File: config.mk
export PLATFORM = sky130hd
export DESIGN_NAME = uart_tx_engine
export DESIGN_NICKNAME = d
export VERILOG_FILES = /design/src/rtl/uart_pkg.sv /design/src/rtl/tx_shiftreg_piso.sv /design/src/rtl/uart_tx_engine.sv
export SDC_FILE = /design/constraint.sdc
export NUM_CORES = 1
export LEC_CHECK = 0
export ABC_AREA = 1
export BUFFER_PORTS_ARGS = -buffer_cell sky130_fd_sc_hd__buf_2
export CAP_MARGIN = 25
export CELL_PAD_IN_SITES_DETAIL_PLACEMENT = 1
export CELL_PAD_IN_SITES_GLOBAL_PLACEMENT = 1
export CORE_MARGIN = 5
export CORE_UTILIZATION = 41
export DETAILED_ROUTE_END_ITERATION = 8
export HOLD_SLACK_MARGIN = 0.02
export PLACE_DENSITY_LB_ADDON = 0.25
export SETUP_SLACK_MARGIN = 0.4
export SLEW_MARGIN = 30
export SYNTH_ARGS = -nofsm -noshare
export SYNTH_HDL_FRONTEND = slang
export SYNTH_SLANG_ARGS = --single-unit
File: constraint.sdc
create_clock -name Clk -period 3.3 [get_ports Clk]
set_clock_uncertainty 0.2 [all_clocks]
set_input_delay 0.66 -clock Clk [delete_from_list [all_inputs] [get_ports Clk]]
set_output_delay 0.66 -clock Clk [all_outputs]
set_load 0.05 [all_outputs]
File: src/rtl/uart_pkg.sv
// Shared UART definitions: TX FSM encoding, frame geometry and the parity
// rule. The RX engine uses the same parity function, so both ends agree.
package uart_pkg;

  typedef enum logic {
    ST_IDLE = 1'b0,
    ST_SEND = 1'b1
  } tx_state_e;

  localparam int FRAME_W  = 11;  // start + 8 data + parity + stop
  localparam int BASE_LEN = 9;   // start + 7 data + stop

  // Even-parity sense over the active data bits, inverted for odd parity.
  function automatic logic parity_bit(input logic [7:0] data,
                                      input logic       bit8_en,
                                      input logic       odd_en);
    logic p;
    p = (^data[6:0]) ^ (bit8_en & data[7]);
    return odd_en ? ~p : p;
  endfunction

  // Frame bits LSB first; positions past the stop bit stay at the idle level.
  function automatic logic [FRAME_W-1:0] build_frame(input logic [7:0] data,
                                                     input logic       bit8_en,
                                                     input logic       parity_en,
                                                     input logic       odd_en);
    logic [FRAME_W-1:0] f;
    logic               par;
    par    = parity_bit(data, bit8_en, odd_en);
    f      = '1;
    f[0]   = 1'b0;
    f[7:1] = data[6:0];
    if (bit8_en) begin
      f[8] = data[7];
      if (parity_en) f[9] = par;
    end else if (parity_en) begin
      f[8] = par;
    end
    return f;
  endfunction

  // Number of bit times in a frame: 9, 10 or 11.
  function automatic logic [3:0] frame_len(input logic bit8_en,
                                           input logic parity_en);
    return 4'(BASE_LEN) + {3'b000, bit8_en} + {3'b000, parity_en};
  endfunction

endpackage

File: src/rtl/tx_shiftreg_piso.sv
// 11-bit parallel-in/serial-out shift register. Shifts right and fills with
// 1 so the line naturally returns to idle once the frame has drained.
module tx_shiftreg_piso
  import uart_pkg::*;
(
  input  logic               Clk,
  input  logic               Rst,
  input  logic               ld,
  input  logic               shift,
  input  logic [FRAME_W-1:0] frame,
  output logic               sout
);

  logic [FRAME_W-1:0] sr_q;
  logic [FRAME_W-1:0] sr_d;

  // Next shift-register value: load wins over shift.
  always_comb begin
    // NOTE: default assignment first so every path drives sr_d and no latch is inferred.
    sr_d = sr_q;
    if (ld) begin
      sr_d = frame;
    end else if (shift) begin
      sr_d = {1'b1, sr_q[FRAME_W-1:1]};
    end
  end

  // Register with asynchronous reset to the idle (all-ones) pattern.
  always_ff @(posedge Clk or negedge Rst) begin
    // NOTE: non-blocking assignment for state so all flops update together at the edge.
    if (!Rst) sr_q <= '1;
    else      sr_q <= sr_d;
  end

  assign sout = sr_q[0];

endmodule

File: src/rtl/uart_tx_engine.sv
// UART transmit engine: double-buffered byte holding register feeding a
// PISO frame shifter, with a bit-time counter and a two-state FSM.
module uart_tx_engine
  import uart_pkg::*;
#(
  parameter int DIV_W = 19
) (
  input  logic             Clk,
  input  logic             Rst,
  input  logic [DIV_W-1:0] k,
  input  logic             load,
  input  logic [7:0]       data_in,
  input  logic             bit8_en,
  input  logic             parity_en,
  input  logic             odd_en,
  output logic             Tx,
  output logic             Tx_rdy,
  output logic             Tx_busy
);

  tx_state_e          state_q, state_d;
  logic               full_q, full_d;
  logic [7:0]         hold_q, hold_d;
  logic [DIV_W-1:0]   cnt_q, cnt_d;     // cycles elapsed in the current bit
  logic [DIV_W-1:0]   kp_q, kp_d;       // bit time latched for this frame
  logic [3:0]         idx_q, idx_d;     // index of the bit on the line
  logic [3:0]         len_q, len_d;     // frame length latched for this frame

  logic               bit_end;
  logic               last_bit;
  logic               frame_end;
  logic               transfer;
  logic               shift;
  logic               accept;
  logic [FRAME_W-1:0] frame;

  // Frame-control decodes shared by the FSM, the holding register and PISO.
  always_comb begin
    bit_end   = (cnt_q == (kp_q - DIV_W'(1)));
    last_bit  = (idx_q == (len_q - 4'd1));
    frame_end = (state_q == ST_SEND) && bit_end && last_bit;
    transfer  = full_q && ((state_q == ST_IDLE) || frame_end);
    shift     = (state_q == ST_SEND) && bit_end && !last_bit;
    accept    = load && !full_q;
    frame     = build_frame(hold_q, bit8_en, parity_en, odd_en);
  end

  // Holding register: accept a byte only when empty; drain on transfer.
  always_comb begin
    hold_d = hold_q;
    full_d = full_q;
    if (accept) begin
      hold_d = data_in;
      full_d = 1'b1;
    end else if (transfer) begin
      full_d = 1'b0;
    end
  end

  // FSM next state plus bit counter, bit index and per-frame config latch.
  always_comb begin
    state_d = state_q;
    cnt_d   = cnt_q;
    idx_d   = idx_q;
    kp_d    = kp_q;
    len_d   = len_q;

    if (transfer) begin
      kp_d  = (k == '0) ? DIV_W'(1) : k;
      len_d = frame_len(bit8_en, parity_en);
    end

    case (state_q)
      ST_IDLE: begin
        if (transfer) begin
          state_d = ST_SEND;
          cnt_d   = '0;
          idx_d   = '0;
        end
      end
      ST_SEND: begin
        if (bit_end) begin
          cnt_d = '0;
          if (!last_bit) begin
            idx_d = idx_q + 4'd1;
          end else if (transfer) begin
            idx_d = '0;
          end else begin
            state_d = ST_IDLE;
          end
        end else begin
          cnt_d = cnt_q + DIV_W'(1);
        end
      end
      default: state_d = ST_IDLE;
    endcase
  end

  // State registers, all asynchronously reset to the idle configuration.
  always_ff @(posedge Clk or negedge Rst) begin
    if (!Rst) begin
      state_q <= ST_IDLE;
      full_q  <= 1'b0;
      hold_q  <= '0;
      cnt_q   <= '0;
      kp_q    <= DIV_W'(1);
      idx_q   <= '0;
      len_q   <= 4'(BASE_LEN);
    end else begin
      state_q <= state_d;
      full_q  <= full_d;
      hold_q  <= hold_d;
      cnt_q   <= cnt_d;
      kp_q    <= kp_d;
      idx_q   <= idx_d;
      len_q   <= len_d;
    end
  end

  // The PISO output is a flop; it holds the stop bit (1) whenever the FSM
  // is idle and resets to 1, so it drives the line directly.
  tx_shiftreg_piso u_piso (
    .Clk   (Clk),
    .Rst   (Rst),
    .ld    (transfer),
    .shift (shift),
    .frame (frame),
    .sout  (Tx)
  );

  assign Tx_rdy  = ~full_q;
  assign Tx_busy = (state_q == ST_SEND);

endmodule

Yosys cells after proc, flatten, opt, wreduce, memory -nomap -nowiden
Cells that the tools add are included.
- register bits: 67
- input bits: 33
- output and inout bits: 3
- logic and storage cells: 55
- $add $sub $neg: 6
- eq/ne operators: 4
- multiplexer cells: 20
- bitwise logic cells: 5
- reductions and logical operators: 12
- operators with widths (kind ; count):
    $mux 19 ; 3
    $pmux 19 s2 ; 1
    $mux 11 ; 2
    $add 19x1->19 const B ; 1
    $eq 19x19->1 ; 1
    $logic_not 19->1 ; 1
    $sub 19x1->19 const B ; 1
    $mux 4 ; 3
    $mux 1 ; 9
    $pmux 4 s2 ; 1
    $reduce_xor 7->1 ; 1
    $logic_and 1x1->1 ; 5
    $add 4x1->4 ; 1
    $add 4x1->4 const A ; 1
    $add 4x1->4 const B ; 1
    $eq 4x4->1 ; 1
    $reduce_bool 2->1 ; 2
    $sub 4x1->4 const B ; 1
    $not 1->1 ; 3
    $logic_not 1->1 ; 2
    $ne 2x1->1 const B ; 1
    $ne 2x2->1 const B ; 1
    $pmux 1 s2 ; 1
    $and 1x1->1 ; 1
    2 further kinds ; 2

Longest topological paths before layout
- depth after elaboration: 10
- depth in mapped cells: 19
- gate-level depth less buffers: 18

Modules after synthesis
Synthesis repeated with hierarchy kept, for this count alone.
- cell total of the unflattened synthesis: 531
- area, all modules: 4063.9 um^2
- by module, submodules not included (module ; instances ; cells an instance ; area an instance (um^2) ; sequential area each (um^2)):
    uart_tx_engine ; 1 ; 471 ; 3538.4 ; 1353.8
    tx_shiftreg_piso ; 1 ; 60 ; 525.5 ; 289.0

Least setup slack after synthesis
OpenSTA, ideal clock, no wires.
- path type: register to register
- from: register len_q[0]
- to: register u_piso.sr_q[4]
- library setup time: 83 ps
- data arrival time: 2076 ps
- data required time: 3017 ps
- setup slack: 941 ps
- cell stages (with the launch flop): 12
- path buffers: 0
- period minus slack after synthesis: 2359 ps
- path through: dfstp_2 -> inv_1 -> ha_1 -> xor2_1 -> nand2_1 -> nor3_1 -> nor2_1 -> nor2_2 -> inv_1 -> or2_2 -> o2111ai_1 -> nand2_1
- longest elaborated chain between the ends: 6
- elaborated cells on any way between the ends: 9
- classes of those cells: 1 x add/sub; 1 x eq/ne; 1 x mux; 6 x reduce/logical
- RTL lines (element ; line ; source):
    start: declaration ; uart_tx_engine.sv:27 ; logic [3:0] len_q, len_d;
    start signal: assignment ; uart_tx_engine.sv:108 ; len_q <= 4'(BASE_LEN);
    start signal: assignment ; uart_tx_engine.sv:116 ; len_q <= len_d;
    $sub 4x1->4 (*) ; uart_tx_engine.sv:40 ; last_bit = (idx_q == (len_q - 4'd1));
    $eq 4x4->1 (*) ; uart_tx_engine.sv:40 ;
    $logic_and 1x1->1 ; uart_tx_engine.sv:41 ; frame_end = (state_q == ST_SEND) && bit_end && last_bit;
    $logic_or 1x1->1 ; uart_tx_engine.sv:42 ; transfer = full_q && ((state_q == ST_IDLE) || frame_end);
    $logic_and 1x1->1 ; uart_tx_engine.sv:42 ;
    $mux 11 / $reduce_bool 2->1 (equally long branches) ; - ;
    end signal: assignment ; tx_shiftreg_piso.sv:32 ; else sr_q <= sr_d;
    end: declaration ; tx_shiftreg_piso.sv:14 ; logic [FRAME_W-1:0] sr_q;
Every way passes the cells marked *; elsewhere a longest branch is shown, timed or not.
A chain may end at the register's enable or synchronous reset.

Worst setup path after layout
- from: register kp_q[0]
- to: register full_q
- longest elaborated chain between the ends: 7
- RTL lines (element ; line ; source):
    start: declaration ; uart_tx_engine.sv:25 ; logic [DIV_W-1:0] kp_q, kp_d;
    start signal: assignment ; uart_tx_engine.sv:114 ; kp_q <= kp_d;
    $sub 19x1->19 ; uart_tx_engine.sv:39 ; bit_end = (cnt_q == (kp_q - DIV_W'(1)));
    $eq 19x19->1 ; uart_tx_engine.sv:39 ;
    $logic_and 1x1->1 (2 in a row) ; uart_tx_engine.sv:41 ;
    $logic_or 1x1->1 ; uart_tx_engine.sv:42 ;
    $logic_and 1x1->1 ; uart_tx_engine.sv:42 ;
    $reduce_bool 2->1 (no line) ; - ;
    end signal: assignment ; uart_tx_engine.sv:111 ; full_q <= full_d;
    end: declaration ; uart_tx_engine.sv:22 ; logic full_q, full_d;
No other way between the ends.

==> flow_summary.ini <==
[placement]
dp_slack_ns = 0.438
hpwl_mm = 7.98
place.gp.congestion = 0.877
place_area_sq_um = 4140
port_buffers = 35

[global_route]
grt-ovfl-total = 0
grt_max_degree = 29
grtUsageTotal_pct = 19.0
grt_pass1_vias = 3674
antenna_found_initial = 0
grt_pass1_wl_mm = 17.4

[yosys]
synth_top_area_share_pct = 33.7
synth.area.top_cells = dfrtp_1 (34%), nand2_1 (15%), dfstp_2 (8.2%), xor2_1 (5.9%), inv_1 (5.1%)
ys_top_cells_by_count = nand2_1 (157), dfrtp_1 (52), inv_1 (52)
seq_area_frac_synth_pct = 41.9
synth-edff-count = 0
synth_seq_cells = 64
synth-main-ff-cell = dfrtp_1
synth_most_common_cell = nand2_1
synth_top_area_cell = dfrtp_1
syn_area_sq_um = 3860
yosysWarnings = 0
syn-num-nets = 536
async_flop_share_pct = 100
syn_inst = 498
syn_area_per_cell_sq_um = 7.76
synth_cell_types = 35

[sta]
finalHoldViolCount = 0
finalCritPeriodShare_pct = 82.8
min_period_ns = 2.73
fmax_ghz = 0.366
slew_violations = 0
setup_ws_ns = 0.567
grt_setup_unrepaired = true
finalSetupViolCount = 0
slew_headroom_pct = 62.4
tightest_slew_ns = 0.564
fin_setup_tns_ns = 0

[clock_tree]
cts.sinks = 64
hold_buffers = 0
h-tree-depth = 3
cts.root.buffer_cell = clkbuf_8
insertion_delay_ns = 0.34
numCtsBuffers = 9
clk_pin_slew_ns = 0.08
cts_max_path_buffers = 2
cts_tree = built

[floorplan]
io_pins = 36
dieArea_sq_um = 11500
die_w_um = 107
placementRows = 35
initial_utilization_pct = 42.0
die_h_um = 107
core_area_sq_um = 9200

[layout]
num_antenna_cells = 0
syn_to_final_growth_pct = 13.0
final_nets = 578
drive_gt1_share_pct = 18.0
final.fill_count = 1149
post-route-cell-area_sq_um = 4370

[routing]
vias = 3376
met3_length_um = 247
wl_mm = 10.2
drtIter0Drc = 114
wl_met1_mm = 4.71
ant_nets = 0
drc = 0
dr_wl_met2_mm = 5.09
drt-wirelength-per-cell_um = 15.6
top_layer = met4
first_pass_iters = 4
viasPerCell = 5.15

[flow_run]
maxCapViolCount = 0

[critical_path]
setup.worst_path.start = kp_q[0]
regToRegSetupSlack_ns = 0.57
endpoint_kind = flop
rr_worst_depth = 16
criticalPathCategory = reg2reg
required_ns = 3.29
critical_path.startpoint_type = flop
rr_endpoint = full_q
arrival_ns = 2.72
timing.rr.start = kp_q[0]
worstPathMaxFanout = 28

[power]
total_power_w = 0.00188
p_leak_nw = 2.05
irDropWorstVdd_uv = 244
powerDensity_nw_per_um2 = 432

[min_path]
hp-class = in2async

[outcome]
status = completed
sequential cells by signal, summed over array words and instances (netlist names):
| signal | flops |
|---|---|
| len_q | 2 |
| idx_q | 4 |
| kp_q | 19 |
| u_piso.sr_q | 10 |
| Tx_busy | 1 |
| hold_q | 8 |
| cnt_q | 19 |
| full_q | 1 |
cell type report:
| cell class | instances | area [sq um] | area share [%] |
|---|---|---|---|
| repair buffers | 39 | 218 | 4.99 |
| clock buffers | 12 | 135 | 3.10 |
| clock inverters | 4 | 47.5 | 1.09 |
| multi-input cells | 372 | 1990 | 45.7 |
| inverters | 54 | 215 | 4.93 |
| flip-flops and latches | 64 | 1620 | 37.0 |
| well taps | 111 | 139 | 3.18 |
worst max-delay path: stages, from the launching register on:
cell and delay (ns):
dfstp_2 0.55, inv_1 0.07, ha_1 0.23, inv_1 0.10
nand2_1 0.08, nand3_1 0.08, nand2_1 0.07, a21oi_1 0.12
nand2_1 0.10, nor2_1 0.11, nand2_1 0.07, nor2_2 0.15
nand2_2 0.12, nand2_8 0.12, nand2_8 0.17, clkinv_8 0.15
o21ai_0 0.08
per-stage QoR:
stage,util (%),hold WS [ns],cells
3_5_place_dp,45.0,0.267,640
4_1_cts,47.0,0.0757,656
5_1_grt,47.5,0.0929,656
2_1_floorplan,-,0.164,498
6_report,47.5,0.0725,656
3_3_place_gp,45.0,0.260,640
cell usage in the layout, fill, tap and decap left out:
cell | synthesis | layout
mux2_2 | 8 | 8
nand2_8 | 0 | 2
nor3_1 | 9 | 9
bufinv_16 | 0 | 1
and2_1 | 3 | 3
a21o_1 | 1 | 1
ha_1 | 5 | 5
inv_1 | 52 | 52
clkinvlp_4 | 0 | 1
clkinv_1 | 1 | 1
nor2_1 | 38 | 38
nor2_2 | 10 | 9
o21ai_1 | 9 | 9
dfrtp_1 | 52 | 52
buf_2 | 1 | 35
o21ai_2 | 1 | 1
a21oi_1 | 7 | 7
buf_12 | 0 | 1
clkinv_2 | 0 | 2
xnor2_1 | 13 | 13
o21ai_0 | 18 | 18
dfstp_2 | 12 | 12
clkinv_8 | 0 | 1
buf_4 | 2 | 3
nand3_1 | 24 | 24
or2_2 | 7 | 7
nand3b_1 | 4 | 4
o2111ai_1 | 5 | 5
o21bai_1 | 1 | 1
o22ai_1 | 10 | 10
a41oi_1 | 1 | 1
nand2_2 | 2 | 3
nor4_1 | 2 | 2
nand2_1 | 157 | 156
xor2_1 | 26 | 26
clkbuf_1 | 1 | 3
clkbuf_8 | 0 | 9
nand4_1 | 7 | 7
nor2_4 | 2 | 3
how the worst max path moves through the flow:
stage | end
after floorplan | u_piso.sr_q[4]
final | full_q
after detailed placement | full_q
after CTS | full_q
after global routing | kp_q[6]
after global placement | kp_q[2]
repair_timing:
| action | CTS | global route |
|---|---|---|
| endpoints found under the hold margin | 0 | 0 |
| endpoints found under the setup margin | 0 | 44 |
| setup buffers | 0 | 0 |
| resized for setup | 0 | 9 |
power by group:
group | switching [W] | leakage, nW | internal [W]
Clock | 0.000319 | 0.0904 | 0.000348
Combinational | 0.000179 | 1.19 | 0.000139
Sequential | 0.0000550 | 0.769 | 0.000845
cell families after synthesis:
family	count (synthesis)	synth area share, %
muxes	8	2.33
buffers and inverters	62	7.16
xor gates and xnor gates	39	8.84
adders and majority gates	5	1.62
AOI/OAI and AO/OA	53	8.00
DFF	64	41.9
and+or+nand+nor	267	30.2
metal layers:
metal | up-vias | global-route usage [%]
met1 | 1641 | 24.3
met5 | - | 0
li1 | 1670 | -
met2 | 47 | 32.3
met3 | 18 | 3.73
met4 | 0 | 5.84
(Power assumes the default switching activity.)
